$ cat config.mk
export PLATFORM = sky130hd
export DESIGN_NAME = mod_exp_ctrl
export DESIGN_NICKNAME = d
export VERILOG_FILES = /design/src/rtl/mp_pkg.sv /design/src/rtl/msb_find.sv /design/src/rtl/mod_exp_ctrl.sv
export SDC_FILE = /design/constraint.sdc
export NUM_CORES = 2
export LEC_CHECK = 0
export BUFFER_PORTS_ARGS = -buffer_cell sky130_fd_sc_hd__buf_2
export CAP_MARGIN = 5
export CORE_AREA = 2 2 409 411
export CTS_BUF_LIST = sky130_fd_sc_hd__clkbuf_4 sky130_fd_sc_hd__clkbuf_8
export DETAILED_ROUTE_END_ITERATION = 16
export DIE_AREA = 0 0 411 413
export HOLD_SLACK_MARGIN = 0.03
export SYNTH_ARGS = -nofsm -noshare
export SYNTH_HDL_FRONTEND = slang
export SYNTH_SLANG_ARGS = --single-unit
$ cat constraint.sdc
create_clock -name clk -period 4.1 [get_ports clk]
set_input_delay 0.41 -clock clk [delete_from_list [all_inputs] [get_ports clk]]
set_output_delay 0.41 -clock clk [all_outputs]
set_load 0.03 [all_outputs]
$ cat src/rtl/mp_pkg.sv
// -----------------------------------------------------------------------------
// mp_pkg
// Items shared by the modular-exponentiation controller and the Montgomery
// product stage:
//   - opcodes sent to the product stage on mp_op_code
//       OPXX : square the running result            (X * X)
//       OPXM : multiply the running result by base  (X * M)
//       OPX1 : leave the Montgomery domain          (X * 1)
//   - the controller state encoding
//   - helpers that map an issue state to its opcode
// -----------------------------------------------------------------------------
package mp_pkg;

  localparam logic [1:0] OPXX = 2'd0;
  localparam logic [1:0] OPXM = 2'd1;
  localparam logic [1:0] OPX1 = 2'd2;

  typedef enum logic [3:0] {
    IDLE       = 4'd0,
    SCAN       = 4'd1,
    SQR_ISSUE  = 4'd2,
    SQR_WAIT   = 4'd3,
    MUL_ISSUE  = 4'd4,
    MUL_WAIT   = 4'd5,
    CONV_ISSUE = 4'd6,
    CONV_WAIT  = 4'd7,
    DONE       = 4'd8
  } mexp_state_t;

  // True for the three states that launch a product.
  function automatic logic is_issue(input mexp_state_t s);
    return (s == SQR_ISSUE) || (s == MUL_ISSUE) || (s == CONV_ISSUE);
  endfunction

  // Opcode launched by an issue state. Any other state maps to OPX1, but the
  // result is only used when is_issue() holds.
  function automatic logic [1:0] issue_op(input mexp_state_t s);
    logic [1:0] op;
    case (s)
      SQR_ISSUE: op = OPXX;
      MUL_ISSUE: op = OPXM;
      default:   op = OPX1;
    endcase
    return op;
  endfunction

endpackage

$ cat src/rtl/msb_find.sv
// -----------------------------------------------------------------------------
// msb_find
// Combinational most-significant-one finder for the exponent register.
//
// Parameters
//   EBITS : width of the searched vector
//   IW    : width of the returned index
// Ports
//   vec   : in  [EBITS-1:0] vector to search
//   idx   : out [IW-1:0]    position of the highest set bit (0 if none)
//   found : out             at least one bit of vec is set
// -----------------------------------------------------------------------------
module msb_find #(
  parameter int EBITS = 1024,
  parameter int IW    = (EBITS > 1) ? $clog2(EBITS) : 1
) (
  input  logic [EBITS-1:0] vec,
  output logic [IW-1:0]    idx,
  output logic             found
);

  // Ascending scan: the last set bit visited is the most significant one, so
  // later iterations simply overwrite earlier hits.
  always_comb begin
    idx   = '0;
    found = 1'b0;
    for (int i = 0; i < EBITS; i++) begin
      if (vec[i]) begin
        idx   = IW'(i);
        found = 1'b1;
      end
    end
  end

endmodule

$ cat src/rtl/mod_exp_ctrl.sv
// -----------------------------------------------------------------------------
// mod_exp_ctrl
// Sequencer for left-to-right binary modular exponentiation on top of a
// Montgomery product stage. For each exponent bit, from the top down, it
// issues a square (OPXX) and, when the bit is 1, a multiply (OPXM). A final
// OPX1 converts the result out of the Montgomery domain.
//
// Parameters
//   EBITS : exponent width in bits
//   CNTW  : width of the per-product iteration count
// Ports
//   clk        : in   clock, rising edge
//   rst_n      : in   asynchronous active-low reset
//   go         : in   start request, only looked at while idle
//   exponent   : in   [EBITS-1:0] exponent, captured when go is accepted
//   mp_cnt_cfg : in   [CNTW-1:0]  iteration count, captured when go is accepted
//   mp_start   : out  one-cycle start pulse to the product stage
//   mp_op_code : out  [1:0] operation for the product stage
//   mp_count   : out  [CNTW-1:0] captured iteration count
//   mp_stop    : in   product stage completion level (rising edge = done)
//   busy       : out  run in progress
//   done       : out  one-cycle pulse when the final conversion has finished
//   op_total   : out  [11:0] products issued in the current or last run
//
// Build option
//   SKIP_LEADING_ZEROS_EN : when defined, the scan jumps straight to the
//   highest set exponent bit (via msb_find) and an all-zero exponent goes
//   directly to the conversion. When undefined, every bit from EBITS-1 down
//   is squared, leading zeros included.
// -----------------------------------------------------------------------------
module mod_exp_ctrl
  import mp_pkg::*;
#(
  parameter int EBITS = 1024,
  parameter int CNTW  = 10
) (
  input  logic             clk,
  input  logic             rst_n,
  input  logic             go,
  input  logic [EBITS-1:0] exponent,
  input  logic [CNTW-1:0]  mp_cnt_cfg,
  output logic             mp_start,
  output logic [1:0]       mp_op_code,
  output logic [CNTW-1:0]  mp_count,
  input  logic             mp_stop,
  output logic             busy,
  output logic             done,
  output logic [11:0]      op_total
);

  localparam int            IW      = (EBITS > 1) ? $clog2(EBITS) : 1;
  localparam logic [IW-1:0] TOP_IDX = IW'(EBITS - 1);

  mexp_state_t      state;
  mexp_state_t      next_state;

  logic [EBITS-1:0] exp_q;
  logic [IW-1:0]    bit_idx;
  logic [CNTW-1:0]  count_q;
  logic [11:0]      total_q;
  logic [1:0]       op_q;
  logic             stop_q;

  logic             stop_rise;
  logic             cur_bit;
  logic             idx_zero;

  logic             accept_go;
  logic             dec_idx;
  logic             issue;

`ifdef SKIP_LEADING_ZEROS_EN
  logic [IW-1:0]    msb_idx;
  logic             msb_found;
  logic             load_msb;

  msb_find #(
    .EBITS (EBITS),
    .IW    (IW)
  ) u_msb_find (
    .vec   (exp_q),
    .idx   (msb_idx),
    .found (msb_found)
  );
`endif

  // Completion is the rising edge of mp_stop only; a level that is already
  // high when a wait state is entered belongs to the previous product.
  assign stop_rise = mp_stop & ~stop_q;
  assign cur_bit   = exp_q[bit_idx];
  assign idx_zero  = (bit_idx == '0);

  // State register.
  always_ff @(posedge clk or negedge rst_n) begin
    if (!rst_n) begin
      state <= IDLE;
    end else begin
      state <= next_state;
    end
  end

  // Next-state logic and the per-cycle datapath strobes.
  always_comb begin
    next_state = state;
    accept_go  = 1'b0;
    dec_idx    = 1'b0;
    issue      = 1'b0;
`ifdef SKIP_LEADING_ZEROS_EN
    load_msb   = 1'b0;
`endif
    case (state)
      IDLE: begin
        if (go) begin
          accept_go  = 1'b1;
          next_state = SCAN;
        end
      end

      SCAN: begin
`ifdef SKIP_LEADING_ZEROS_EN
        if (msb_found) begin
          load_msb   = 1'b1;
          next_state = SQR_ISSUE;
        end else begin
          next_state = CONV_ISSUE;
        end
`else
        next_state = SQR_ISSUE;
`endif
      end

      SQR_ISSUE: begin
        issue      = 1'b1;
        next_state = SQR_WAIT;
      end

      SQR_WAIT: begin
        if (stop_rise) begin
          if (cur_bit) begin
            next_state = MUL_ISSUE;
          end else if (!idx_zero) begin
            dec_idx    = 1'b1;
            next_state = SQR_ISSUE;
          end else begin
            next_state = CONV_ISSUE;
          end
        end
      end

      MUL_ISSUE: begin
        issue      = 1'b1;
        next_state = MUL_WAIT;
      end

      MUL_WAIT: begin
        if (stop_rise) begin
          if (!idx_zero) begin
            dec_idx    = 1'b1;
            next_state = SQR_ISSUE;
          end else begin
            next_state = CONV_ISSUE;
          end
        end
      end

      CONV_ISSUE: begin
        issue      = 1'b1;
        next_state = CONV_WAIT;
      end

      CONV_WAIT: begin
        if (stop_rise) begin
          next_state = DONE;
        end
      end

      DONE: begin
        next_state = IDLE;
      end

      default: begin
        next_state = IDLE;
      end
    endcase
  end

  // Run context: exponent, iteration count and bit index. These only change
  // on go acceptance and during the scan, so input changes mid-run are
  // ignored.
  always_ff @(posedge clk or negedge rst_n) begin
    if (!rst_n) begin
      exp_q   <= '0;
      count_q <= '0;
      bit_idx <= '0;
    end else begin
      if (accept_go) begin
        exp_q   <= exponent;
        count_q <= mp_cnt_cfg;
        bit_idx <= TOP_IDX;
`ifdef SKIP_LEADING_ZEROS_EN
      end else if (load_msb) begin
        bit_idx <= msb_idx;
`endif
      end else if (dec_idx) begin
        bit_idx <= bit_idx - 1'b1;
      end
    end
  end

  // Opcode is loaded on the way into an issue state so it is valid alongside
  // mp_start, then held through the wait until the next issue.
  always_ff @(posedge clk or negedge rst_n) begin
    if (!rst_n) begin
      op_q <= OPXX;
    end else if (is_issue(next_state)) begin
      op_q <= issue_op(next_state);
    end
  end

  // Product counter: cleared on acceptance, bumped once per issue, and left
  // alone after the run so the last total stays visible.
  always_ff @(posedge clk or negedge rst_n) begin
    if (!rst_n) begin
      total_q <= '0;
    end else if (accept_go) begin
      total_q <= '0;
    end else if (issue) begin
      total_q <= total_q + 12'd1;
    end
  end

  // Delayed copy of mp_stop for edge detection.
  always_ff @(posedge clk or negedge rst_n) begin
    if (!rst_n) begin
      stop_q <= 1'b0;
    end else begin
      stop_q <= mp_stop;
    end
  end

  // Outputs decode directly from the state so reset clears them at once.
  assign mp_start   = is_issue(state);
  assign mp_op_code = op_q;
  assign mp_count   = count_q;
  assign op_total   = total_q;
  assign busy       = (state != IDLE) && (state != DONE);
  assign done       = (state == DONE);

endmodule

* After elaboration in Yosys (flattened, before gate mapping) *
Index checks and enable logic that the tools add are counted.

operators by class
  add/sub/neg operators = 2
  order comparisons = 1
  eq/ne operators = 12
  multiplexer cells = 22
  bitwise logic cells = 2
  reductions and logical operators = 11

operator list
  operator                                                                        count
  4-bit one-hot mux with 8 select lines                                           1
  4-bit by 3-bit == test with 1-bit output, second input constant                 6
  12-bit 2-to-1 mux                                                               2
  10-bit 2-to-1 mux                                                               2
  4-bit 2-to-1 mux                                                                4
  12-bit by 1-bit adder with 12-bit output, second input constant                 1
  4-bit by 2-bit == test with 1-bit output, second input constant                 3
  10-bit by 11-bit less-than comparator with 1-bit output, second input constant  1
  1-bit binary-select mux with 10-bit select                                      1
  10-bit zero test                                                                1
  10-bit by 1-bit subtractor with 10-bit output, second input constant            1
  1-bit 2-to-1 mux                                                                8
  3-bit 2-to-1 mux                                                                2
  4-bit by 1-bit == test with 1-bit output, second input constant                 1
  4-bit == test, second input constant                                            1
  4-bit zero test                                                                 1
  1-bit logical OR                                                                4
  4-bit inequality test, second input constant                                    1
  2-bit one-hot mux with 2 select lines                                           1
  2-bit nonzero test                                                              2
  4-bit nonzero test                                                              1
  3-bit OR reduction                                                              1
  1-bit one-hot mux with 2 select lines                                           1
  1-bit bitwise AND                                                               1
  other kinds (2)                                                                 2

storage, ports and cells
  register bits = 1063
  output and inout port bits = 27

* Logic depth before layout (Yosys ltp) *
  depth after elaboration = 8
  gate-level depth with buffers = 17
  depth with buffers taken out = 10

* Least setup slack after synthesis *
OpenSTA, ideal clock, no wires.

  path type = reg2reg
  start = register bit_idx[1]
  end = register bit_idx[4]
  arrival time = 3.303 ns
  slack = 0.665 ns
  stages on the path, launching flop included = 16
  path through = dfrtp_1 > buf_6 > buf_6 > buf_4 > buf_2 > buf_2 > mux4_2 > a31oi_1 > a21oi_1 > a211oi_2 > a21oi_1 > o221a_4 > o31a_1 > buf_6 > o31ai_2 > or3b_1

between the ends
  cells in the longest elaborated chain, start to end = 6

ends and longest elaborated chain
  what                                                                                   line                                                          RTL
  start, declared                                                                        mod_exp_ctrl.sv:58                                            logic [IW-1:0] bit_idx;
  start signal, assigned                                                                 mod_exp_ctrl.sv:205                                           bit_idx <= bit_idx - 1'b1;
  1-bit binary-select mux with 10-bit select / 10-bit zero test (equally long branches)  mod_exp_ctrl.sv:90, mod_exp_ctrl.sv:91
  1-bit 2-to-1 mux, on equally long branches                                             mod_exp_ctrl.sv:90, mod_exp_ctrl.sv:141, mod_exp_ctrl.sv:157
  1-bit 2-to-1 mux                                                                       mod_exp_ctrl.sv:139                                           if (cur_bit) begin
  1-bit 2-to-1 mux                                                                       mod_exp_ctrl.sv:138                                           if (stop_rise) begin
  1-bit one-hot mux with 2 select lines                                                  mod_exp_ctrl.sv:111                                           case (state)
  2-bit nonzero test (no source line)                                                    n/a

Parallel ways exist; a longest one is shown, timed or not. The select of a mux whose other input is x is not followed.
A chain may end at the register's enable or synchronous reset.

* Worst setup path in the final report *
Ends and elaborated chain as after synthesis.

==> out/results.tsv <==
metric	value	unit
worstPathArrival	4.86	ns
async_flop_share	1.00	
slew_headroom	0.312	
synth_cells	5311	
p_total	49.8	mW
hold_viol	0	
crit_type	reg2reg	
synth.area.mux_share	0.126	
cts_sinks	1063	
yosys.area_share.adder	0.000512	
htree_levels	4	
path_max_fanout	16	
drt-pass1-iter-count	6	
drv_cap	0	
final_cell_mix	3193 x nand2_1, 1063 x buf_2, 1058 x dlygate4sd3_1	
worstPathRequired	4.90	ns
grt_pass1_vias	50600	
placed_area	0.0576	sq mm
seq_area_frac_synth	0.545	
start_kind	register	
fin_util	0.439	
grtUsageTotal	0.262	
slew_viol_final	0	
cts_buffers	190	
cts_tree	built	
rows	150	
die_h	413	um
finalSetupViolations	0	
finalWorstSetupSlack	0.0388	ns
worst_pin_slew	1.03	ns
synth_compound_area_frac	0.0283	
yosys.area_share.simple	0.265	
initial_utilization	0.294	
route.detailed.vias_per_inst	4.92	
port_buffers	1064	
cts_max_path_buffers	3	
ioPinCount	1065	
coreArea	0.166	sq mm
clk_pin_slew	0.07	ns
antenna_found_initial	50	
finClkSkew	0.0491	ns
fmax	246	MHz
synth_top_family_by_area	simple AND/OR/NAND/NOR gates	
grt_max_degree	199	
whs	0.122	ns
p_per_area	684	mW/mm^2
routed_wl	228000	um
synth_xor_area_frac	0.00108	
finalCritPeriodShare	0.991	
ant_nets	0	
outcome	completed	
hpwlAfterDp	157000	um
gp_congestion	0.915	
drcViolationCount	0	
drt_iter0_drc	4359	
drive_gt1_frac	0.247	
synth_nets	6351	
syn_area	0.0488	sq mm
rsz0062_at_grt	yes	
synth_ff_type	dfrtp_1	
p_leak	37.8	nW
layout-area-overhead-vs-synth	49.1	%
pre_cts_ws	-0.779	ns
layout_min_cycle_time	4.06	ns
postSynthAreaPerCell	9.19	sq um
dieArea	0.170	sq mm
ys_seq_elements	1063	
ir_drop	0.000360	V
final_cell_area	0.0728	sq mm
die_w	411	um
ys_types	76	
vias	48700	
hold_path_class	in2reg	
synth_edf_count	0	
avgRoutedWirePerCell	23.0	um
grt_overflow_total	0	
final_net_count	8553	
insertion_delay	0.97	ns
grt_pass1_wl	326000	um
final_common_cell	nand2_1	
crit_path_end_kind	register	
ys_warn_count	0	
cts_root_buf	clkbuf_8	
synthesized netlist by cell type (14+ instances only):
cell,n,area [sq um]
o221ai_1,16,140
nor3_1,14,70.1
buf_2,36,180
o21ai_0,17,85.1
nand3_1,23,115
mux2i_1,111,1110
mux4_2,199,4480
nor2_1,54,203
dfrtp_1,1063,26600
a21oi_1,26,130
nand2_1,3193,12000
buf_6,23,259
clkbuf_1,251,942
nand4_1,16,100
a211oi_1,18,135
mux4_1,18,473
buf_4,15,113
layer usage:
layer	vias to the layer above	GRT usage	wire length [um]
met5	-	0	118
met4	16	0.158	15000
met3	869	0.0591	16500
met2	2580	0.416	106000
met1	23700	0.325	90200
li1	21600	-	-
final timing paths:
check	from	endpoint	slack (ns)	cells after the start
min in group asynchronous	rst_n	exp_q[674]	0.16	2
min	go	state[0]	0.12	3
max reg2reg	bit_idx[1]	bit_idx[4]	0.04	13
max in group asynchronous	rst_n	exp_q[258]	2.75	3
min reg2reg	exp_q[607]	exp_q[607]	0.47	2
max	bit_idx[1]	bit_idx[4]	0.04	13
critical path, stage by stage, from the launching register on:
cell       delay, ns
dfrtp_4         0.56
buf_4           0.18
bufbuf_16       0.32
mux4_2          0.54
nand2_1         0.14
a21o_1          0.14
a311oi_2        0.13
a211oi_2        0.45
buf_4           0.19
a2111o_1        0.15
o31ai_2         0.11
o31a_1          0.38
o31ai_2         0.22
or3b_1          0.38
what timing repair did:
item                                    4_1_cts  5_1_grt
cloned                                        1        1
hold endpoints to repair                   1092        0
hold buffers                               1058        0
endpoints found under the setup margin       14       10
buffers inserted                              5        3
pin swaps                                     3        6
gates resized for setup                      19       21
through the flow:
stage	TNS [ns]	std cells
2_1_floorplan	0	5311
3_3_place_gp	-9.62	8457
3_5_place_dp	-9.18	8457
4_1_cts	-0.0576	9861
5_1_grt	-0.0952	9885
6_report	0	9903
final cells by class:
type | count | area (sq um)
repair buffers | 2350 | 18400
inverters | 10 | 42.5
fillers | 15400 | 93100
clock buffers | 294 | 3650
flip-flops and latches | 1063 | 26600
clock inverters | 46 | 549
multi-input cells | 3898 | 20700
diodes | 38 | 95.1
well taps | 2204 | 2760
registers in the layout (all words and copies together), names as in the netlist:
signal / cells
exp_q: 1024
mp_count: 10
op_total: 12
bit_idx: 10
stop_q: 1
state: 4
mp_op_code: 2
report_power, final:
group / total, mW / switching (mW) / internal (mW)
clock network: 11.1 / 4.89 / 6.21
logic: 19.7 / 10.6 / 9.08
registers: 19.0 / 3.40 / 15.6
total: 49.8 / 18.9 / 30.9
cells by family (layout without fill, tap and decap cells):
group,Yosys count,after routing
XOR/XNOR,6,6
multiplexers,337,337
AO/OA/AOI/OAI,182,182
AND/OR/NAND/NOR,3371,3371
other,0,38
flip-flops,1063,1063
buffers and inverters,350,2700
adder cells (fa/ha/maj),2,2
No activity file was read; power rests on OpenSTA's default activity.
